### config.mk
export PLATFORM = sky130hd
export DESIGN_NAME = ysyx_040750_mem_wb_stage
export DESIGN_NICKNAME = d
export VERILOG_FILES = /design/src/rtl/ysyx_040750_pkg.sv /design/src/rtl/ysyx_040750_load_align.sv /design/src/rtl/ysyx_040750_mem_wb_stage.sv
export SDC_FILE = /design/constraint.sdc
export NUM_CORES = 1
export LEC_CHECK = 0
export BUFFER_PORTS_ARGS = -buffer_cell sky130_fd_sc_hd__buf_2
export CAP_MARGIN = 10
export CORE_AREA = 10 10 245 247
export CTS_CLUSTER_SIZE = 24
export DETAILED_ROUTE_END_ITERATION = 10
export DIE_AREA = 0 0 255 257
export GPL_ROUTABILITY_DRIVEN = 0
export SETUP_SLACK_MARGIN = 0.1
export SYNTH_ARGS = -nofsm -noshare
export SYNTH_HDL_FRONTEND = slang
export SYNTH_SLANG_ARGS = --single-unit
### constraint.sdc
create_clock -name I_sys_clk -period 5.51 [get_ports I_sys_clk]
set_input_delay 0.2755 -clock I_sys_clk [delete_from_list [all_inputs] [get_ports I_sys_clk]]
set_output_delay 0.2755 -clock I_sys_clk [all_outputs]
set_load 0.05 [all_outputs]
### src/rtl/ysyx_040750_pkg.sv
// Shared encodings for the ysyx_040750 core: GPR write-source select, load strobes, csr_ctl layout.
package ysyx_040750_pkg;

  localparam logic [1:0] REGIN_ALU = 2'b00;
  localparam logic [1:0] REGIN_CSR = 2'b01;
  localparam logic [1:0] REGIN_MEM = 2'b10;

  localparam logic [7:0] RSTRB_B = 8'h01;
  localparam logic [7:0] RSTRB_H = 8'h03;
  localparam logic [7:0] RSTRB_W = 8'h0F;
  localparam logic [7:0] RSTRB_D = 8'hFF;
  localparam int         RSTRB_ZEXT_BIT = 8;

  // csr_ctl = {intr_no[63:0], csr_addr[11:0], csr_wen, csr_intr, csr_mret}
  localparam int CSR_CTL_W       = 79;
  localparam int CSR_MRET_BIT    = 0;
  localparam int CSR_INTR_BIT    = 1;
  localparam int CSR_WEN_BIT     = 2;
  localparam int CSR_ADDR_LSB    = 3;
  localparam int CSR_INTR_NO_LSB = 15;

endpackage

### src/rtl/ysyx_040750_load_align.sv
// Combinational load aligner: shifts raw 8-byte data by the byte offset, then masks and extends.
// Misaligned accesses use the shifted bytes as-is; alignment faults are raised upstream.
module ysyx_040750_load_align
  import ysyx_040750_pkg::*;
#(
  parameter int XLEN = 64
) (
  input  logic [XLEN-1:0] rdata_i,
  input  logic [2:0]      offset_i,
  input  logic [8:0]      rstrb_i,
  output logic [XLEN-1:0] data_o
);

  logic [XLEN-1:0] sh;
  logic            zext;

  always_comb begin
    sh     = rdata_i >> {offset_i, 3'b000};
    zext   = rstrb_i[RSTRB_ZEXT_BIT];
    data_o = sh;
    case (rstrb_i[7:0])
      RSTRB_B: data_o = {{(XLEN-8){~zext & sh[7]}},   sh[7:0]};
      RSTRB_H: data_o = {{(XLEN-16){~zext & sh[15]}}, sh[15:0]};
      RSTRB_W: data_o = {{(XLEN-32){~zext & sh[31]}}, sh[31:0]};
      default: data_o = sh;
    endcase
  end

endmodule

### src/rtl/ysyx_040750_mem_wb_stage.sv
// MEM->WB pipeline register: aligns load data, registers the GPR write value, commits GPR/CSR/fence.i.
// Latency 1 cycle; holds while I_WB_allowout=0. YSYX_040750_WB_TRACE_EN adds O_trace_pc/O_trace_wdata.
module ysyx_040750_mem_wb_stage
  import ysyx_040750_pkg::*;
#(
  parameter int XLEN = 64,
  parameter int PC_W = 32
) (
  input  logic                 I_sys_clk,
  input  logic                 I_rst_n,
  input  logic                 I_MEM_WB_valid,
  output logic                 O_MEM_WB_allowin,
  input  logic                 I_WB_allowout,
  input  logic                 I_flush,
  input  logic [PC_W-1:0]      I_pc,
  input  logic                 I_reg_wen,
  input  logic [4:0]           I_rd_addr,
  input  logic [1:0]           I_regin_sel,
  input  logic [8:0]           I_rstrb,
  input  logic [XLEN-1:0]      I_alu_out,
  input  logic [XLEN-1:0]      I_mem_rdata,
  input  logic [XLEN-1:0]      I_csr,
  input  logic [CSR_CTL_W-1:0] I_csr_ctl,
  input  logic                 I_fencei,
  output logic                 O_valid,
  output logic                 O_commit,
  output logic [PC_W-1:0]      O_pc,
  output logic                 O_reg_wen,
  output logic [4:0]           O_rd_addr,
  output logic [XLEN-1:0]      O_rd_data,
  output logic [CSR_CTL_W-1:0] O_csr_ctl,
  output logic [XLEN-1:0]      O_csr_wdata,
  output logic                 O_fencei,
  output logic                 O_fwd_valid,
  output logic [4:0]           O_fwd_rd,
  output logic [XLEN-1:0]      O_fwd_data
`ifdef YSYX_040750_WB_TRACE_EN
  ,
  output logic [PC_W-1:0]      O_trace_pc,
  output logic [XLEN-1:0]      O_trace_wdata
`endif
);

  logic                 valid_q, valid_d;
  logic [PC_W-1:0]      pc_q;
  logic                 reg_wen_q;
  logic [4:0]           rd_q;
  logic [XLEN-1:0]      rd_data_q, rd_data_d;
  logic [CSR_CTL_W-1:0] csr_ctl_q;
  logic [XLEN-1:0]      csr_wdata_q;
  logic                 fencei_q;

  logic [XLEN-1:0]      load_data;
  logic                 commit;
  logic                 accept;
  logic                 rd_live;

  ysyx_040750_load_align #(.XLEN(XLEN)) u_load_align (
    .rdata_i  (I_mem_rdata),
    .offset_i (I_alu_out[2:0]),
    .rstrb_i  (I_rstrb),
    .data_o   (load_data)
  );

  always_comb begin
    rd_data_d = I_regin_sel[1] ? load_data :
                I_regin_sel[0] ? I_csr     : I_alu_out;
  end

  assign commit  = valid_q & I_WB_allowout & ~I_flush;
  assign accept  = I_MEM_WB_valid & O_MEM_WB_allowin & ~I_flush;
  assign rd_live = reg_wen_q & (rd_q != 5'd0);

  // Flush wins over both accept and commit; held fields are left untouched on flush.
  always_comb begin
    valid_d = valid_q;
    if (I_flush)     valid_d = 1'b0;
    else if (accept) valid_d = 1'b1;
    else if (commit) valid_d = 1'b0;
  end

  always_ff @(posedge I_sys_clk or negedge I_rst_n) begin
    if (!I_rst_n) begin
      valid_q     <= 1'b0;
      pc_q        <= '0;
      reg_wen_q   <= 1'b0;
      rd_q        <= '0;
      rd_data_q   <= '0;
      csr_ctl_q   <= '0;
      csr_wdata_q <= '0;
      fencei_q    <= 1'b0;
    end else begin
      valid_q <= valid_d;
      if (accept) begin
        pc_q        <= I_pc;
        reg_wen_q   <= I_reg_wen;
        rd_q        <= I_rd_addr;
        rd_data_q   <= rd_data_d;
        csr_ctl_q   <= I_csr_ctl;
        csr_wdata_q <= I_alu_out;
        fencei_q    <= I_fencei;
      end
    end
  end

  assign O_MEM_WB_allowin = ~valid_q | commit;
  assign O_valid          = valid_q;
  assign O_commit         = commit;
  assign O_pc             = pc_q;
  assign O_reg_wen        = commit & rd_live;
  assign O_rd_addr        = rd_q;
  assign O_rd_data        = rd_data_q;
  assign O_csr_wdata      = csr_wdata_q;
  assign O_fencei         = commit & fencei_q;

  // Only the three strobe bits are gated; address and interrupt number stay visible while held.
  always_comb begin
    O_csr_ctl               = csr_ctl_q;
    O_csr_ctl[CSR_WEN_BIT]  = csr_ctl_q[CSR_WEN_BIT]  & commit;
    O_csr_ctl[CSR_INTR_BIT] = csr_ctl_q[CSR_INTR_BIT] & commit;
    O_csr_ctl[CSR_MRET_BIT] = csr_ctl_q[CSR_MRET_BIT] & commit;
  end

  assign O_fwd_valid = valid_q & rd_live;
  assign O_fwd_rd    = rd_q;
  assign O_fwd_data  = rd_data_q;

`ifdef YSYX_040750_WB_TRACE_EN
  assign O_trace_pc    = commit ? pc_q      : '0;
  assign O_trace_wdata = commit ? rd_data_q : '0;
`endif

endmodule
==> summary.md, run 1 <==
| Metric | Value |
|---|---|
| Status | `completed` |
| Fmax | `approximately 350 MHz` |
| Crit path largest cell delay | `slightly below 0.5 ns` |
| CP Buf/Inv Count | `2` |
| Synth Cell Area | `roughly 14000 um2` |
| CP Capture Type | `flip-flop` |
| Seq pwr share | `32.2%` |
| Remaining antenna violation count | `0` |
| Total power draw | `0.007222 W` |
| Synth warn | `0` |
| Required time of the critical path | `around 5.9 ns` |
| Cells after Synth | `roughly 1600` |
| P_sw | `approximately 0.0032 W` |
| Number of post-CTS setup repair buffers | `0` |
| CORE AREA | `54880 um2` |
| # clock sinks | `around 250` |
| Port-buffer cells | `644` |
| Clock share of power | `between 20 and 30%` |
| CTS Buf Count | `29` |
| Post-synth EDFFs | `0` |
| Vias in the first global route | `approximately 14000` |
| Vias per std cell | `between 4 and 5` |
| Count of cell types in the netlist | `48` |
| Crit path max fanout | `around 160` |
| Most common cell after layout, fill and taps aside | `buf_2` |
| DR WL met3 | `around 6500 um` |
| Minimum clock period | `between 2 and 3 ns` |
| Crit-path leading delay family | `buffers and inverters` |
| Max clock buf depth | `3` |
| Die Span Y | `approximately 260 um` |
| Layout fillers | `roughly 5600` |
| I/O pins | `about 650` |
| Chip width | `approximately 260 um` |
| 1st-iter DRT viols | `1157` |
| Synth Register Bits | `about 250` |
| CTS H-tree lvls | `1` |
| WL met1 | `approximately 26000 um` |
| Post-route DRC violation count | `0` |
| Area delta synth->final | `41.49%` |
| Sequential area share after synthesis | `45.33%` |
| Top sig layer | `met5` |
| RSZ-0062 raised after global routing | `no` |
| Met2 wire length | `approximately 33000 um` |
| IR drop worst, VDD | `about 0.21 mV` |
| Int Pwr | `0.004053 W` |
| Initial antenna violation count | `5` |
| Maxcap violations | `0` |
| Leak | `9.997 nW` |
| Crit Path Class | `reg -> reg` |
| Net Sw Frac | `between 40% and 50%` |
| Avg Cell Area, Syn | `slightly below 9 um2` |
| Die footprint | `roughly 66000 um2` |
| Slowest-stage cell, CP | `buf_12` |
| Starting Density | `about a quarter` |
| Root Driver | `clkbuf_16` |
| Hold/Removal Path Class | `in -> reg` |
| Hold Fails Final Rpt | `0` |
| Synthesized net count | `1897` |
| PwrDens | `374.4 nW/um2` |
| Drt first pass iters | `5` |
| Largest net degree at the start of global routing | `between 150 and 200` |
| Share of cells above drive strength 1 | `between 30% and 40%` |
| Crit-path cells | `nor2b_1 -> nor3b_2 -> buf_12 -> nand2_1 -> a2111oi_4 -> buf_4 -> a21oi_1` |
| Nets | `about 2500` |
| Post-DP HPWL | `between 50000 and 60000 um` |
| Post-DR wirelength/cell | `23.15 um` |
| Final period utilization | `a little over half` |
| Post-cts sizing count | `0` |
| Worst-Margin Slew | `0.9840 ns` |
| All-Layer GR Usage | `roughly a fifth` |
| Setup TNS | `0 ns` |
| CTS tree | `yes` |
| First-pass GRT wire length | `slightly below 100000 um` |
| Area taken by multi-input logic gates | `~5900 um2` |
| Combinational Power Share | `about two fifths` |
| CP Launch Type | `flip-flop` |
| Clock slew at the register clock pins of the worst setup and hold paths | `approximately 0.060 ns` |
| Asr flop ratio synth | `100.0%` |
| Register area | `6181 um2` |
| Clk_skew | `0.01958 ns` |
| Std-Cell Rows | `86` |
| Total grt overflow | `0` |
| Main synth FF type | `dfrtp_1` |
| Via count | `around 14000` |
| DRT Wirelength | `slightly below 70000 um` |
| Max-slew headroom | `between 30% and 40%` |
| Worst path arrival time | `approximately 3.3 ns` |
| Final count of negative-setup-slack endpoints | `0` |
| Final Max Slew Viols | `0` |
| Most frequent cells in the layout | `buf_2, nand2_1, dfrtp_1, dlygate4sd3_1, mux2i_1` |
| Worst skew pair latency | `~0.57 ns` |
[cell families (layout without fill, tap and decap cells)]
kind of cell           after synthesis  after routing  share of synthesized area, %
AOI/OAI and AO/OA                  192            192                         9.589
buffers and inverters              253            900                         11.30
DFF                                247            247                         45.33
muxes                              139            139                         12.04
other                                0              3                             0
and+or+nand+nor                    740            740                         21.75
[cells in the mapped netlist (2+ instances only)]
cell type,count,area [um2]
nor2_1,17,63.81
buf_1,9,33.78
a31oi_1,8,50.05
nand2_1,630,2365
nand2b_1,6,37.54
mux2_2,40,450.4
nor3b_1,2,15.01
mux4_2,16,360.4
o211ai_1,2,15.01
nor3_1,27,135.1
dfrtp_1,247,6181
o21ai_1,4,20.02
mux2i_1,83,830.8
and3_1,7,43.79
a21oi_2,19,166.4
a21oi_1,30,150.1
inv_1,5,18.77
buf_2,13,65.06
a22oi_1,7,52.55
and2_1,4,25.02
a21o_1,2,15.01
o21ai_0,44,220.2
o221a_2,8,90.09
nor2b_1,21,131.4
a211oi_1,23,172.7
buf_6,2,22.52
nand3_1,19,95.09
buf_4,149,1119
clkbuf_1,74,277.8
o22ai_1,35,219.0
[state kept, by name, summed over array words and instances, names as in the netlist]
register     flops
reg_wen_q        1
O_pc            32
O_fwd_data      64
O_fwd_rd         5
fencei_q         1
O_valid          1
csr_ctl_q       79
O_csr_wdata     64
[per-layer routing]
metal	GRT usage [%]	up-vias
li1	-	6306
met1	22.54	6664
met2	34.39	695
met3	5.948	98
met4	6.166	2
met5	0	-
[stage by stage]
stage	util [%]	hold slack [ns]	area [um2]	setup WS [ns]	std cells
after floorplan	-	-0.02009	13640	3.159	1571
after global placement	29.90	0.2426	16410	2.797	2686
after detailed placement	29.90	0.2489	16410	2.709	2686
after CTS	35.14	0.05894	19280	2.735	2922
after global routing	35.15	0.08522	19290	2.473	2925
final	35.15	0.09573	19290	2.631	2925
[area by class of cell]
type	instances	share of cell area (%)
Inverter	6	0.1167
Antenna cell	3	0.03891
Multi-Input combinational cell	1071	30.73
Clock buffer	35	4.190
Clock inverter	19	1.278
Tap cell	704	4.566
Sequential cell	247	32.04
Timing Repair Buffer	840	27.04
[power groups by stage]
stage	logic (W)	registers (W)	clock network, W
detailed placement	0.00269	0.00236	0
global route	0.00293	0.00236	0.00227
CTS	0.00280	0.00233	0.00220
finish	0.00278	0.00232	0.00212
floorplan	0.00140	0.00297	0
global placement	0.00268	0.00235	0
[final timing paths]
kind	from	end	slack [ns]	depth (start not counted)
worst min-delay path	I_mem_rdata[58]	O_fwd_data[58]$_DFFE_PN0P_	0.1	3
worst max-delay path	O_valid$_DFFE_PN0P_	O_fwd_data[63]$_DFFE_PN0P_	2.63	7
worst min register to register	csr_ctl_q[63]$_DFFE_PN0P_	csr_ctl_q[63]$_DFFE_PN0P_	0.47	2
max in group asynchronous	I_rst_n	O_csr_wdata[19]$_DFFE_PN0P_	3.99	3
min in group asynchronous	I_rst_n	O_pc[15]$_DFFE_PN0P_	0.24	2
worst max register to register	O_valid$_DFFE_PN0P_	O_fwd_data[63]$_DFFE_PN0P_	2.63	7
[timing repair]
item	CTS	global route
endpoints found under the setup margin	0	0
hold endpoints to repair	241	0
hold buffers	182	0
[worst reg2reg max path, stage by stage (launching register included)]
cell,delay [ns]
dfrtp_1,0.41
nor2b_1,0.18
nor3b_2,0.37
buf_12,0.49
nand2_1,0.49
a2111oi_4,0.23
buf_4,0.42
a21oi_1,0.14
Power figures use the tool's default switching activity.
==> run 2: changes to the inputs <==
--- a/config.mk
+++ b/config.mk
@@ -7,10 +7,10 @@
 export LEC_CHECK = 0
 export BUFFER_PORTS_ARGS = -buffer_cell sky130_fd_sc_hd__buf_2
 export CAP_MARGIN = 10
-export CORE_AREA = 10 10 245 247
+export CORE_AREA = 10 10 244 246
 export CTS_CLUSTER_SIZE = 24
 export DETAILED_ROUTE_END_ITERATION = 10
-export DIE_AREA = 0 0 255 257
+export DIE_AREA = 0 0 254 256
 export GPL_ROUTABILITY_DRIVEN = 0
 export SETUP_SLACK_MARGIN = 0.1
 export SYNTH_ARGS = -nofsm -noshare
==> constraint.sdc (replaced) <==
create_clock -name I_sys_clk -period 2.48 [get_ports I_sys_clk]
set_input_delay 0.124 -clock I_sys_clk [delete_from_list [all_inputs] [get_ports I_sys_clk]]
set_output_delay 0.124 -clock I_sys_clk [all_outputs]
set_load 0.05 [all_outputs]
==> summary.md, run 2 (synthesized netlist as in run 1, its figures left out) <==
| Metric | Value |
|---|---|
| Status | `completed` |
| PwrDens | `about 810 nW/um2` |
| DRT Wirelength | `between 60000 and 70000 um` |
| Top sig layer | `met5` |
| Die footprint | `between 60000 and 70000 um2` |
| Final Max Slew Viols | `0` |
| Initial antenna violation count | `8` |
| Remaining antenna violation count | `0` |
| FF-to-FF setup slack | `around 0.21 ns` |
| Leak | `between 10 and 15 nW` |
| Clk_skew | `roughly 0.031 ns` |
| Post-route DRC violation count | `0` |
| Largest Register | `csr_ctl_q` |
| All-Layer GR Usage | `19.82%` |
| # clock sinks | `about 250` |
| I/O pins | `645` |
| CTS H-tree lvls | `1` |
| Setup TNS | `0 ns` |
| Largest net degree at the start of global routing | `133` |
| Via count | `about 14000` |
| Post-DP HPWL | `~52000 um` |
| Max clock buf depth | `3` |
| Required time of the critical path | `just under 3 ns` |
| Most frequent cells in the layout | `buf_2, nand2_1, dfrtp_1, dlygate4sd3_1, mux2i_1` |
| Port-buffer cells | `644` |
| First-pass GRT wire length | `roughly 99000 um` |
| CP Capture Type | `flip-flop` |
| CORE AREA | `roughly 55000 um2` |
| Crit Path Class | `reg -> reg` |
| Drt first pass iters | `5` |
| Starting Density | `approximately a quarter` |
| Root Driver | `clkbuf_16` |
| 1st-iter DRT viols | `approximately 1000` |
| Chip width | `approximately 250 um` |
| Vias per std cell | `4.720` |
| IR drop worst, VDD | `roughly 0.62 mV` |
| Max-slew headroom | `a little over a fifth` |
| Worst skew pair latency | `~0.57 ns` |
| RSZ-0062 raised after global routing | `no` |
| Minimum clock period | `~2.3 ns` |
| Hold Fails Final Rpt | `0` |
| Area taken by multi-input logic gates | `~6000 um2` |
| Fmax | `around 440 MHz` |
| CTS tree | `yes` |
| Maxcap violations | `0` |
| Vias in the first global route | `roughly 15000` |
| Die Span Y | `256 um` |
| DR WL met3 | `between 5000 and 6000 um` |
| Layout fillers | `about 5500` |
| CP Launch Type | `flip-flop` |
| Number of post-CTS setup repair buffers | `0` |
| Std-Cell Rows | `86` |
| Final count of negative-setup-slack endpoints | `0` |
| Share of cells above drive strength 1 | `36.64%` |
| Clock slew at the register clock pins of the worst setup and hold paths | `approximately 0.06 ns` |
| Crit path max fanout | `8` |
| Worst-Margin Slew | `around 1.2 ns` |
| Worst path arrival time | `around 2.7 ns` |
| Register area | `6181 um2` |
| Nets | `2590` |
| WL met1 | `about 26000 um` |
| Total grt overflow | `0` |
| Post-DR wirelength/cell | `between 20 and 25 um` |
| Met2 wire length | `approximately 35000 um` |
| CTS Buf Count | `30` |
| Max FFs per register | `79` |
| DP Area | `about 17000 um2` |
| Area delta synth->final | `46.56%` |
| Final period utilization | `just over 90%` |
| Finished Cell Area | `roughly 20000 um2` |
| Hold/Removal Path Class | `in -> reg` |
| Most common cell after layout, fill and taps aside | `buf_2` |
## run 2: what timing repair did
item | in CTS | in global routing
hold endpoints to repair | 456 | 0
hold buffers | 218 | 0
setup endpoints to repair | 0 | 29
gates resized for setup | 0 | 4
## run 2: final cells by class
cell class	instances	share of cell area, %
Multi-Input combinational cell	1072	29.75
Timing Repair Buffer	907	29.43
Inverter	6	0.1127
Sequential cell	247	30.93
Clock buffer	37	4.145
Clock inverter	18	1.183
Antenna cell	3	0.03757
Tap cell	704	4.408
## run 2: worst max-delay path: stages (launching register included)
cell and delay [ns]:
dfrtp_1 0.42, nor2b_2 0.23, nor3b_4 0.35, buf_4 0.23, nand2_1 0.13, a2111o_2 0.49
o221a_2 0.29
## run 2: worst paths after layout
check / start / to / cells after the start
setup / recovery: O_valid$_DFFE_PN0P_ / O_fwd_data[51]$_DFFE_PN0P_ / 6
min in group asynchronous: I_rst_n / csr_ctl_q[19]$_DFFE_PN0P_ / 2
hold reg to reg: O_pc[27]$_DFFE_PN0P_ / O_pc[27]$_DFFE_PN0P_ / 2
hold / removal: I_csr[40] / O_fwd_data[40]$_DFFE_PN0P_ / 5
max in group asynchronous: I_rst_n / O_fwd_data[39]$_DFFE_PN0P_ / 3
setup reg to reg: O_valid$_DFFE_PN0P_ / O_fwd_data[51]$_DFFE_PN0P_ / 6
## run 2: per-layer routing
layer / GRT usage (%) / vias to the layer above
li1: - / 6456
met1: 22.67 / 6859
met2: 35.65 / 698
met3: 5.066 / 116
met4: 5.471 / 2
met5: 0 / -
## run 2: stage by stage
stage	power, W	setup slack, ns	hold WS (ns)	utilization, %	instances
after floorplan	0.009701	0.2806	-0.1716	-	1571
after detailed placement	0.01126	0.1620	0.07888	30.54	2716
final	0.01617	0.2061	0.02207	36.56	2994
after global routing	0.01687	0.1229	0.03613	36.55	2993
after global placement	0.01121	0.1849	0.07623	30.54	2716
after CTS	0.01635	0.1806	0.004099	36.48	2989
## run 2: where the power goes
group	internal, W	total, W	switching [W]
clock network	0.00289	0.00471	0.00182
registers	0.00465	0.00516	0.000509
logic	0.00159	0.00630	0.00471
